--- config.mk ---
export PLATFORM = sky130hd
export DESIGN_NAME = apb_master_ctrl
export DESIGN_NICKNAME = d
export VERILOG_FILES = /design/src/rtl/apb_master_ctrl.sv
export SDC_FILE = /design/constraint.sdc
export NUM_CORES = 1
export LEC_CHECK = 0
export CORE_MARGIN = 3
export CORE_UTILIZATION = 41
export CTS_CLUSTER_DIAMETER = 120
export DETAILED_ROUTE_END_ITERATION = 16
export PLACE_DENSITY = 0.81
export SYNTH_ARGS = -nofsm -noshare
export SYNTH_HDL_FRONTEND = slang
export SYNTH_SLANG_ARGS = --single-unit
--- constraint.sdc ---
create_clock -name PCLK -period 2.9 [get_ports PCLK]
set_input_delay 0.29 -clock PCLK [delete_from_list [all_inputs] [get_ports PCLK]]
set_output_delay 0.29 -clock PCLK [all_outputs]
set_load 0.005 [all_outputs]
--- src/rtl/apb_master_ctrl.sv ---
// apb_master_ctrl: APB initiator. Accepts one command at a time on a
// valid/ready port and runs it as an APB SETUP/ACCESS transfer. It handles
// slave wait states and an optional wait-state timeout, and reports the
// result on a one-cycle response pulse. All outputs are registered.
`timescale 1ns/1ps
module apb_master_ctrl #(
    parameter int ADDR_W  = 32,
    parameter int DATA_W  = 32,
    parameter int TIMEOUT = 256
) (
    input  logic              PCLK,
    input  logic              PRESETn,
    input  logic              cmd_valid,
    output logic              cmd_ready,
    input  logic              cmd_write,
    input  logic [ADDR_W-1:0] cmd_addr,
    input  logic [DATA_W-1:0] cmd_wdata,
    output logic              rsp_valid,
    output logic [DATA_W-1:0] rsp_rdata,
    output logic              rsp_error,
    output logic              rsp_timeout,
    output logic [ADDR_W-1:0] PADDR,
    output logic              PSEL,
    output logic              PENABLE,
    output logic              PWRITE,
    output logic [DATA_W-1:0] PWDATA,
    input  logic [DATA_W-1:0] PRDATA,
    input  logic              PREADY,
    input  logic              PSLVERR
);

    // With TIMEOUT=0 the counter is unused; keep it one bit wide so it is legal.
    localparam int unsigned CNT_W = (TIMEOUT > 0) ? $clog2(TIMEOUT + 1) : 1;

    typedef enum logic [1:0] {
        ST_IDLE,
        ST_SETUP,
        ST_ACCESS
    } state_t;

    state_t              r_state;
    state_t              w_state_nxt;
    logic [CNT_W-1:0]    r_cnt;
    logic [CNT_W-1:0]    w_cnt_nxt;
    logic                w_timeout_hit;

    logic                r_cmd_ready,   w_cmd_ready;
    logic                r_rsp_valid,   w_rsp_valid;
    logic [DATA_W-1:0]   r_rsp_rdata,   w_rsp_rdata;
    logic                r_rsp_error,   w_rsp_error;
    logic                r_rsp_timeout, w_rsp_timeout;
    logic [ADDR_W-1:0]   r_paddr,       w_paddr;
    logic                r_psel,        w_psel;
    logic                r_penable,     w_penable;
    logic                r_pwrite,      w_pwrite;
    logic [DATA_W-1:0]   r_pwdata,      w_pwdata;

    assign w_timeout_hit = (TIMEOUT != 0) && (r_cnt == CNT_W'(TIMEOUT - 1));

    assign cmd_ready   = r_cmd_ready;
    assign rsp_valid   = r_rsp_valid;
    assign rsp_rdata   = r_rsp_rdata;
    assign rsp_error   = r_rsp_error;
    assign rsp_timeout = r_rsp_timeout;
    assign PADDR       = r_paddr;
    assign PSEL        = r_psel;
    assign PENABLE     = r_penable;
    assign PWRITE      = r_pwrite;
    assign PWDATA      = r_pwdata;

    // State register; reset aborts any transfer in flight.
    always_ff @(posedge PCLK or negedge PRESETn) begin
        if (!PRESETn) begin
            r_state <= ST_IDLE;
        end else begin
            r_state <= w_state_nxt;
        end
    end

    // Next-state and next-output decode; every output is computed here and registered below.
    always_comb begin
        w_state_nxt   = r_state;
        w_cnt_nxt     = r_cnt;
        w_cmd_ready   = r_cmd_ready;
        w_rsp_valid   = 1'b0;
        w_rsp_rdata   = r_rsp_rdata;
        w_rsp_error   = r_rsp_error;
        w_rsp_timeout = r_rsp_timeout;
        w_paddr       = r_paddr;
        w_psel        = r_psel;
        w_penable     = r_penable;
        w_pwrite      = r_pwrite;
        w_pwdata      = r_pwdata;

        unique case (r_state)
            ST_IDLE: begin
                if (cmd_valid && r_cmd_ready) begin
                    w_paddr     = cmd_addr;
                    w_pwrite    = cmd_write;
                    w_pwdata    = cmd_wdata;
                    w_psel      = 1'b1;
                    w_cmd_ready = 1'b0;
                    w_state_nxt = ST_SETUP;
                end
            end
            ST_SETUP: begin
                w_penable   = 1'b1;
                w_cnt_nxt   = '0;
                w_state_nxt = ST_ACCESS;
            end
            ST_ACCESS: begin
                // PREADY takes priority over a timeout expiring in the same cycle.
                if (PREADY) begin
                    w_rsp_rdata   = r_pwrite ? '0 : PRDATA;
                    w_rsp_error   = PSLVERR;
                    w_rsp_timeout = 1'b0;
                    w_rsp_valid   = 1'b1;
                    w_psel        = 1'b0;
                    w_penable     = 1'b0;
                    w_cmd_ready   = 1'b1;
                    w_state_nxt   = ST_IDLE;
                end else if (w_timeout_hit) begin
                    w_rsp_rdata   = '0;
                    w_rsp_error   = 1'b0;
                    w_rsp_timeout = 1'b1;
                    w_rsp_valid   = 1'b1;
                    w_psel        = 1'b0;
                    w_penable     = 1'b0;
                    w_cmd_ready   = 1'b1;
                    w_state_nxt   = ST_IDLE;
                end else if (TIMEOUT != 0) begin
                    w_cnt_nxt = r_cnt + 1'b1;
                end
            end
            default: begin
                w_state_nxt = ST_IDLE;
            end
        endcase
    end

    // Output and wait-counter registers.
    always_ff @(posedge PCLK or negedge PRESETn) begin
        if (!PRESETn) begin
            r_cnt         <= '0;
            r_cmd_ready   <= 1'b1;
            r_rsp_valid   <= 1'b0;
            r_rsp_rdata   <= '0;
            r_rsp_error   <= 1'b0;
            r_rsp_timeout <= 1'b0;
            r_paddr       <= '0;
            r_psel        <= 1'b0;
            r_penable     <= 1'b0;
            r_pwrite      <= 1'b0;
            r_pwdata      <= '0;
        end else begin
            r_cnt         <= w_cnt_nxt;
            r_cmd_ready   <= w_cmd_ready;
            r_rsp_valid   <= w_rsp_valid;
            r_rsp_rdata   <= w_rsp_rdata;
            r_rsp_error   <= w_rsp_error;
            r_rsp_timeout <= w_rsp_timeout;
            r_paddr       <= w_paddr;
            r_psel        <= w_psel;
            r_penable     <= w_penable;
            r_pwrite      <= w_pwrite;
            r_pwdata      <= w_pwdata;
        end
    end

endmodule

After elaboration in Yosys (flattened, before gate mapping)
Cells that the tools add are included.
{"block": "op_classes", "add_sub_neg": 1, "eq_ne": 7, "mux": 24, "n_reduce_logical": 11}
{"operator": "$mux W32", "n": 3}
{"operator": "$mux W9", "n": 2}
{"operator": "$pmux W9 S2", "n": 1}
{"operator": "$mux W1", "n": 11}
{"operator": "$add A9 B1 Y9 const B", "n": 1}
{"operator": "$eq A9 B8 Y1 const B", "n": 1}
{"operator": "$reduce_and A2 Y1", "n": 4}
{"operator": "$mux W2", "n": 3}
{"operator": "$ne A2 B2 Y1 const B", "n": 3}
{"operator": "$pmux W1 S2", "n": 3}
{"operator": "$pmux W2 S3", "n": 1}
{"operator": "$reduce_and A3 Y1", "n": 2}
{"operator": "$reduce_bool A2 Y1", "n": 3}
{"operator": "$ne A3 B3 Y1 const B", "n": 1}
{"operator": "$eq A2 B1 Y1 const B", "n": 1}
{"operator": "$eq A2 B2 Y1 const B", "n": 1}
{"operator": "$logic_not A2 Y1", "n": 1}
{"operator": "$logic_and A1 B1 Y1", "n": 1}
{"block": "totals", "ff_bits": 114, "in_bits": 102, "output_inout_bits": 103, "elab_cells": 55}

Longest topological paths before layout
Gate-level depths: netlist of run 1.
{"block": "logic_depth", "ltp_word": 4, "mapped_depth": 9, "ltp_nobuf": 7}

Worst setup path before layout of run 1
OpenSTA, ideal clock, no wires.
{"block": "synth_timing", "path_kind": "register to register", "startpoint": "register r_cnt[0]", "endpoint": "register r_cnt[5]", "setup_ns": 0.077, "arrival_ns": 2.140, "t_required_ns": 2.823, "slack_ns": 0.682, "path_stages_with_launch": 9, "path_buffers": 1, "synth_period_minus_slack_ns": 2.218, "path_cell_list": "dfrtp_1 -> ha_1 -> nand3_1 -> nor2_1 -> ha_1 -> or4b_1 -> buf_2 -> or4_1 -> a21oi_1"}
{"block": "synth_between", "elab_chain_len": 4, "elab_cells_between_ends": 7, "cone_classes": "add/sub (1); eq/ne (2); mux (3); reduce/logical (1)"}
{"item": "from (decl)", "line": "43", "text": "logic [CNT_W-1:0] r_cnt;"}
{"item": "from (signal assigned)", "line": "156", "text": "r_cnt <= w_cnt_nxt;"}
{"item": "$add A9 B1 Y9", "line": "132", "text": "w_cnt_nxt = r_cnt + 1'b1;"}
{"item": "$mux W9", "line": "122", "text": "end else if (w_timeout_hit) begin"}
{"item": "$mux W9", "line": "113", "text": "if (PREADY) begin"}
{"item": "$pmux W9 S2", "line": "95", "text": "unique case (r_state)"}
Parallel ways exist; a longest one is shown, timed or not. The select of a mux whose other input is x is not followed.
A chain may end at the register's enable or synchronous reset.

Worst setup path in the final report of run 1
Same ends and word-level chain as after synthesis.

==> run summary, run 1 <==
After clock tree synthesis, the setup repair step added 0 buffers. The mean number of vias per cell is 4.93. The number of top-level pins is 205.

The post-synth net total is 385. The detailed placer's ending HPWL came out at 7.83 mm. The die footprint came out at 11700 um2. The count of unique library cells instantiated by Yosys is 30. The H-tree depth is 4. Setup violations remaining at the end of the flow were counted as 0. The final layout contains routed wiring with a total length of 10.9 mm.

The worst voltage drop across the vdd grid is 0.683 mV. The standby leakage power came out at 3.02 nW. TritonCTS built the clock tree. The net total in the final layout is 598. The floorplan step set the die height to 108 um. At the later pin of the worst-skew pair, clock insertion delay measures 0.50 ns. The post-detailed-route wirelength per cell came out at 17.1 um.

For this run, the register share of the synthesized area comes to 0.670. For this run, the share of the core covered by cells in the final layout is 0.715. The minimum clock period is 2.55 ns. The min-delay analysis places its worst path in the category primary input to flop. In the layout the commonest cells are sky130_fd_sc_hd__clkdlybuf4s50_1 (203), sky130_fd_sc_hd__dfrtp_1 (113), sky130_fd_sc_hd__mux2_2 (66).

The number of filler instances in the final layout is 689. The number of DRC violations after detailed routing came out at 0. The first global-routing pass estimated 17.2 mm of wire. The synthesized design contains 114 register bits. The area of the mapped netlist is 4260 um2. The count of nets left with antenna violations once routing finished came out at 0. Port buffering added 204 buffers. Routability-driven placement finished with a final weighted congestion of 0.762. Counting every sink on the clock net gives 114. The synthesized design spends more area on one cell type than any other, namely sky130_fd_sc_hd__dfrtp_1. The number of antenna diodes in the final layout is 0. The largest buffer count on any clock path came out at 2. Synthesis produced 281 cells. The share of Yosys cell area claimed by the top area cell type came out at 0.664. The total count of hold-check failures in the final report is 0. Setup repair after global routing left no endpoint under its margin. The overall power of the completed layout is 7.62 mW. The kind of launch point of the worst setup path is a flop. For this run, the top clock speed supported by timing is 392 MHz.

The area growth from synthesis to layout is 67.1%. In this run the cell area measured after placement is 6460 um2. The initial detailed-routing violation count came out at 121. The number of antenna violations at the first check in global routing came to 0. The final design area excluding fillers came out at 7120 um2. At the worst endpoint, the required time is 3.32 ns. The library cell used most frequently in the layout, excluding fill and tap cells, is sky130_fd_sc_hd__clkdlybuf4s50_1. STA classifies the critical path endpoint as a flop. In the post-synthesis netlist, the biggest area contributors are sky130_fd_sc_hd__dfrtp_1 (66%), sky130_fd_sc_hd__mux2_2 (17%), sky130_fd_sc_hd__a22o_1 (6.6%), sky130_fd_sc_hd__nand3_1 (1.1%), sky130_fd_sc_hd__clkbuf_1 (1.1%). The average instance area after synthesis came out at 15.2 um2. Adding up every negative setup slack in the final design gives 0 ns. The share of the clock period used by the worst path after layout is 0.880. At the worst endpoint, the arrival time is 2.97 ns.

The run finished with clean final reports. The number of pins exceeding their max-slew limit in the final report is 0. The number of warnings reported in the yosys synthesis log came out at 0.

The detailed-router iteration count before antenna repair is 4. For this configuration, the core starts out at a cell density of 0.428. The horizontal extent of the die is 108 um. The number of buffers created by CTS came out at 17. The category of the critical setup timing path is flop to flop. Measured against its own limit, the worst slew margin works out to 0.392. The clock transition at the registers of the reported paths is 0.06 ns. The clock arrives with 0.0105 ns of skew. For this run the aggregate overflow at the end of global routing stands at 0.

The pin count of the biggest net entering global routing is 74. The core region is 9950 um2. The maximum net fanout on the critical path is 17. The number of global-route vias before repair is 3410. The overall global routing resource usage came out at 0.193. The routed layout has 3153 vias. The ratio of cells with drive above 1 in the final layout is 0.209.

The pin slew with the least headroom to its limit came out at 0.912 ns. The worst-case hold slack came out at 0.382 ns. The power per cell area came out at 1070 nW/um2.

The tree is rooted in a sky130_fd_sc_hd__clkbuf_8. The number of max-capacitance violations reported came out at 0. The total number of placement rows is 36.
## cell families after synthesis
family                   share of synthesized area
flip-flops                                   0.670
multiplexers                                 0.177
AO/OA/AOI/OAI                               0.0922
AND/OR/NAND/NOR                             0.0376
buffers and inverters                       0.0179
adder cells (fa/ha/maj)                    0.00587
## routing by layer
layer  routed length [um]  up-vias  track usage
met4                  132        0       0.0613
met2                 5870      114        0.340
li1                     -     1461            -
met1                 4030     1568        0.205
met5                    0        -            0
met3                  897       10       0.0907
## worst max-delay path: stages, from the launching register on
cell                      delay [ns]
sky130_fd_sc_hd__dfrtp_1        0.41
sky130_fd_sc_hd__ha_1           0.26
sky130_fd_sc_hd__nand3_1        0.10
sky130_fd_sc_hd__nor2_1         0.04
sky130_fd_sc_hd__ha_1           0.22
sky130_fd_sc_hd__or4b_1         0.72
sky130_fd_sc_hd__or4_1          0.55
sky130_fd_sc_hd__a21oi_1        0.17
## area by class of cell
class                   count  area [um2]  share of cell area
well taps                 133         166              0.0234
multi-input cells         148        1340               0.188
inverters                   3        11.3             0.00158
repair buffers            210        2100               0.295
flip-flops and latches    114        2850               0.401
clock inverters            10         178              0.0249
clock buffers              22         473              0.0664
## report_power, final
part | switching (mW) | internal [mW] | leakage (nW)
logic | 0.852 | 1.86 | 1.30
registers | 0.374 | 2.29 | 1.41
clock network | 0.685 | 1.57 | 0.321
## repair_timing
action                     CTS  global route
gates resized for setup      0             0
hold buffers                 1             0
setup endpoints to repair    0             0
hold endpoints to repair    71             0
## registers in the layout, indices dropped and copies added (netlist names), 2 cells and up
name       count
PADDR         32
PWDATA        32
rsp_rdata     32
r_cnt          9
r_state        2
## cell usage after synthesis, drive strengths merged
cell	instances
dfrtp	113
mux2	66
a22o	32
clkbuf	12
nand3	9
nand2	7
a21oi	6
o21ai	5
buf	4
inv	3
a21o	2
ha	2
nor2b	2
or3	2
or4	2
a32o	1
and3b	1
dfstp	1
mux2i	1
nand2b	1
nand4	1
nor2	1
nor3	1
nor4b	1
o211ai	1
o311ai	1
o31ai	1
o41ai	1
or4b	1
## path summary, 6_finish.rpt
| check | start | endpoint | slack [ns] | cells after the start |
|---|---|---|---|---|
| worst max-delay path | r_cnt[0] | r_cnt[5] | 0.35 | 7 |
| worst min-delay path | PRDATA[27] | rsp_rdata[27] | 0.38 | 2 |
| worst max register to register | r_cnt[0] | r_cnt[5] | 0.35 | 7 |
| worst min register to register | PSEL | PSEL | 0.48 | 1 |
| max in group asynchronous | PRESETn | rsp_rdata[29] | 1.68 | 3 |
| min in group asynchronous | PRESETn | rsp_rdata[14] | 0.46 | 2 |
## stage by stage
| stage | worst slack [ns] | std cells |
|---|---|---|
| after detailed placement | 0.360 | 607 |
| after global placement | 0.453 | 607 |
| after CTS | 0.351 | 640 |
| after floorplan | 0.682 | 281 |
| final | 0.347 | 640 |
| after global routing | 0.208 | 640 |
Power figures use the tool's default switching activity.
==> inputs of run 2 (changes only) <==
CORE_UTILIZATION = 39   (was 41)
PLACE_DENSITY = 0.77   (was 0.81)
==> run 2 against run 1 <==
  * Total power is 3.1% lower
  * Register-to-register slack worse by 0.02 ns
  * Global-route usage is 0.59 points lower
  * Non-clock buffer count is 1 lower
  * Cell count is 0.31% higher
  * Worst setup slack worse by 0.022 ns
  * Critical path depth stayed put
  * Die area is 4.8% higher
  * Final area is 0.79% lower
  * Clock power is 9.8% lower
  * Sequential share of layout area is 0.32 points higher
  * Highest routed layer unchanged
  * Sequential power hardly changed
  * Critical endpoint unchanged
==> run summary, run 2 (synthesis gave the netlist of run 1 again) <==
The post-route non-filler standard cell count came out at 642 (+0.31%). The overall power of the completed layout came to 7.39 mW (-3.1%). Compared with the post-synthesis result, the final layout area differs by 65.8%. The number of global-route vias before repair is 3602 (+5.6%). The count of antenna diodes in the layout is 0 (unchanged). The worst voltage drop across the vdd grid came out at 0.544 mV (-20%). The clock transition at the registers of the reported paths came out at 0.06 ns (about the same).

The maximum net fanout on the critical path is 17 (unchanged). The minimum clock period was 2.58 ns (+0.0221 ns). The power per cell area came to 1050 nW/um2 (-2.3%). The post-detailed-placement cell area is 6470 um2 (+0.14%). The effective utilization at floorplan came out at 0.407 (-0.0208). The post-detailed-routing wire length came to 11.1 mm (+1.5%).

The die outline height came out at 111 um (+2.4%). The worst setup path is launched from a flop. The library cells used most frequently in the layout, excluding fill and tap cells, are sky130_fd_sc_hd__clkdlybuf4s50_1 (203), sky130_fd_sc_hd__dfrtp_1 (113), sky130_fd_sc_hd__mux2_2 (66).

The number of sinks on the clock net was 114 (unchanged). The worst-case hold slack came out at 0.371 ns (-0.0107 ns). Setup repair after global routing left no endpoint under its margin. The first-pass GRT wire length is 18.2 mm (+5.7%). The share of the clock period used by the worst path after layout was 0.888 (+0.00761).

The remaining global-route overflow is 0 (unchanged). The number of antenna violations at the first check in global routing came out at 0 (unchanged). The largest clock skew in the final design came out at 0.00695 ns (-0.00352 ns). The worst slack at placement is 0.341 ns (-0.0184 ns).

The number of max-capacitance violations reported came out at 0 (unchanged). The total count of hold-check failures in the final report came out at 0 (unchanged). The relative contribution of combinational cells to total power was 0.367 (+0.011).

The post-detailed-route wirelength per cell is 17.3 um (+1.2%). The end-of-flow core utilization is 0.675 (-0.0401). The overall global routing resource usage is 0.187 (-0.00587).

The horizontal extent of the die came out at 111 um (+2.4%). The cell count after placement came out at 609 (+0.33%). The detailed-router iteration count before antenna repair came to 4 (unchanged). The ratio of cells with drive above 1 in the final layout is 0.204 (-0.00552). The switching power is 1.89 mW (-0.95%). The area inside the core boundary came out at 10500 um2 (+5.1%).

The flow ran to the end, and the final reports show no timing, DRC or antenna violations. The pin count of the biggest net entering global routing came out at 69 (-6.8%). The net total in the final layout is 597 (-0.17%).

The number of DRC violations after detailed routing came out at 0 (unchanged). The part of the total power dissipated in sequential elements came out at 0.359 (+0.010). The number of buffers created by CTS is 17 (unchanged). The capturing element type of the critical path is a flop. The number of instances resized during post-cts repair came out at 0 (unchanged). The tightest min-delay check is of the primary input to async pin type. The initial detailed-routing violation count is 121 (unchanged).

The standby leakage power is 2.98 nW (-1.4%). The critical path data arrival time is 3.01 ns (+0.04 ns). The number of failing setup endpoints in the final timing report came out at 0 (unchanged). The switching power share of the total is 0.256 (+0.00549). The number of top-level pins is 205 (unchanged).

The total number of vias came out at 3193 (+1.3%). The number of pins exceeding their max-slew limit in the final report is 0 (unchanged). The count of port buffers added during placement came out at 204 (unchanged). The die footprint came out at 12200 um2 (+4.8%). The largest buffer count on any clock path came out at 2 (unchanged).

The portion of total power attributed to the clock network came out at 0.274 (-0.021). The most common cell after layout, fill and taps aside is sky130_fd_sc_hd__clkdlybuf4s50_1. The mean number of vias per cell came out at 4.97 (+0.95%). The number of nets with antenna violations after detailed routing is 0 (unchanged). The H-tree depth is 4 (unchanged). The pin slew with the least headroom to its limit is 0.775 ns (-0.138 ns). The setup TNS came out at 0 ns (unchanged). TritonCTS built the clock tree. The worst-case setup margin in the final layout is 0.325 ns (-0.0221 ns).

The detailed placer's ending HPWL is 7.84 mm (+0.15%). The worst setup path is of the flop to flop kind. The number of hold buffers added after CTS is 1 (unchanged). The required time of the worst setup path came out at 3.33 ns (about the same).

The total internal power came out at 5.50 mW (-3.8%). The tree is rooted in a sky130_fd_sc_hd__clkbuf_8. The setup fix buffers added after clock tree synthesis is 0 (unchanged). The global placement routability congestion came out at 0.725 (-4.8%).

The achievable clock frequency came out at 388 MHz (-0.86%). The total number of placement rows came out at 37 (+2.8%). The headroom to the max-slew limit is 0.476 (+0.0844). The final design area excluding fillers is 7070 um2 (-0.79%). The clock latency on the worst-skew pair was 0.51 ns (about the same).
## run 2: layer usage
metal | GRT usage | part of all wire | vias up
met3 | 0.0816 | 0.079 | 22
met2 | 0.320 | 0.52 | 132
met5 | 0 | 0 | -
met1 | 0.200 | 0.37 | 1578
li1 | - | - | 1461
met4 | 0.0829 | 0.026 | 0
## run 2: critical path, stage by stage, from the launching register on
cell	delay (ns)
sky130_fd_sc_hd__dfrtp_1	0.41
sky130_fd_sc_hd__ha_1	0.27
sky130_fd_sc_hd__nand3_1	0.10
sky130_fd_sc_hd__nor2_1	0.05
sky130_fd_sc_hd__ha_1	0.23
sky130_fd_sc_hd__or4b_1	0.74
sky130_fd_sc_hd__or4_1	0.56
sky130_fd_sc_hd__a21oi_1	0.15
## run 2: final timing paths
| kind | startpoint | end | slack [ns] | cells past startpoint |
|---|---|---|---|---|
| hold reg to reg | cmd_ready | cmd_ready | 0.47 | 2 |
| setup reg to reg | r_cnt[0] | r_cnt[5] | 0.32 | 7 |
| hold / removal | PRESETn | rsp_rdata[9] | 0.37 | 2 |
| min in group PCLK | PRDATA[23] | rsp_rdata[23] | 0.38 | 2 |
| setup / recovery | r_cnt[0] | r_cnt[5] | 0.32 | 7 |
| max in group asynchronous | PRESETn | PWDATA[1] | 1.76 | 3 |
## run 2: layout make-up
type / count / area [um2]
fillers: 773 / 3400
clock inverters: 10 / 133
flip-flops and latches: 114 / 2850
clock buffers: 22 / 453
inverters: 3 / 11.3
repair buffers: 209 / 2100
multi-input cells: 148 / 1340
well taps: 136 / 170
## run 2: power groups by stage
stage | Clock (mW) | Combinational (mW) | Sequential, mW
2_1_floorplan | 0 | 0.966 | 2.70
3_3_place_gp | 0 | 2.70 | 2.63
3_5_place_dp | 0 | 2.75 | 2.68
4_1_cts | 2.08 | 2.78 | 2.66
5_1_grt | 2.17 | 2.92 | 2.75
6_report | 2.03 | 2.71 | 2.65
==> inputs of run 3 (changes only) <==
TNS_END_PERCENT = 30   (was not set)
==> results of run 3 <==
No change in the layout: final DEF, timing and power equal those of run 2.
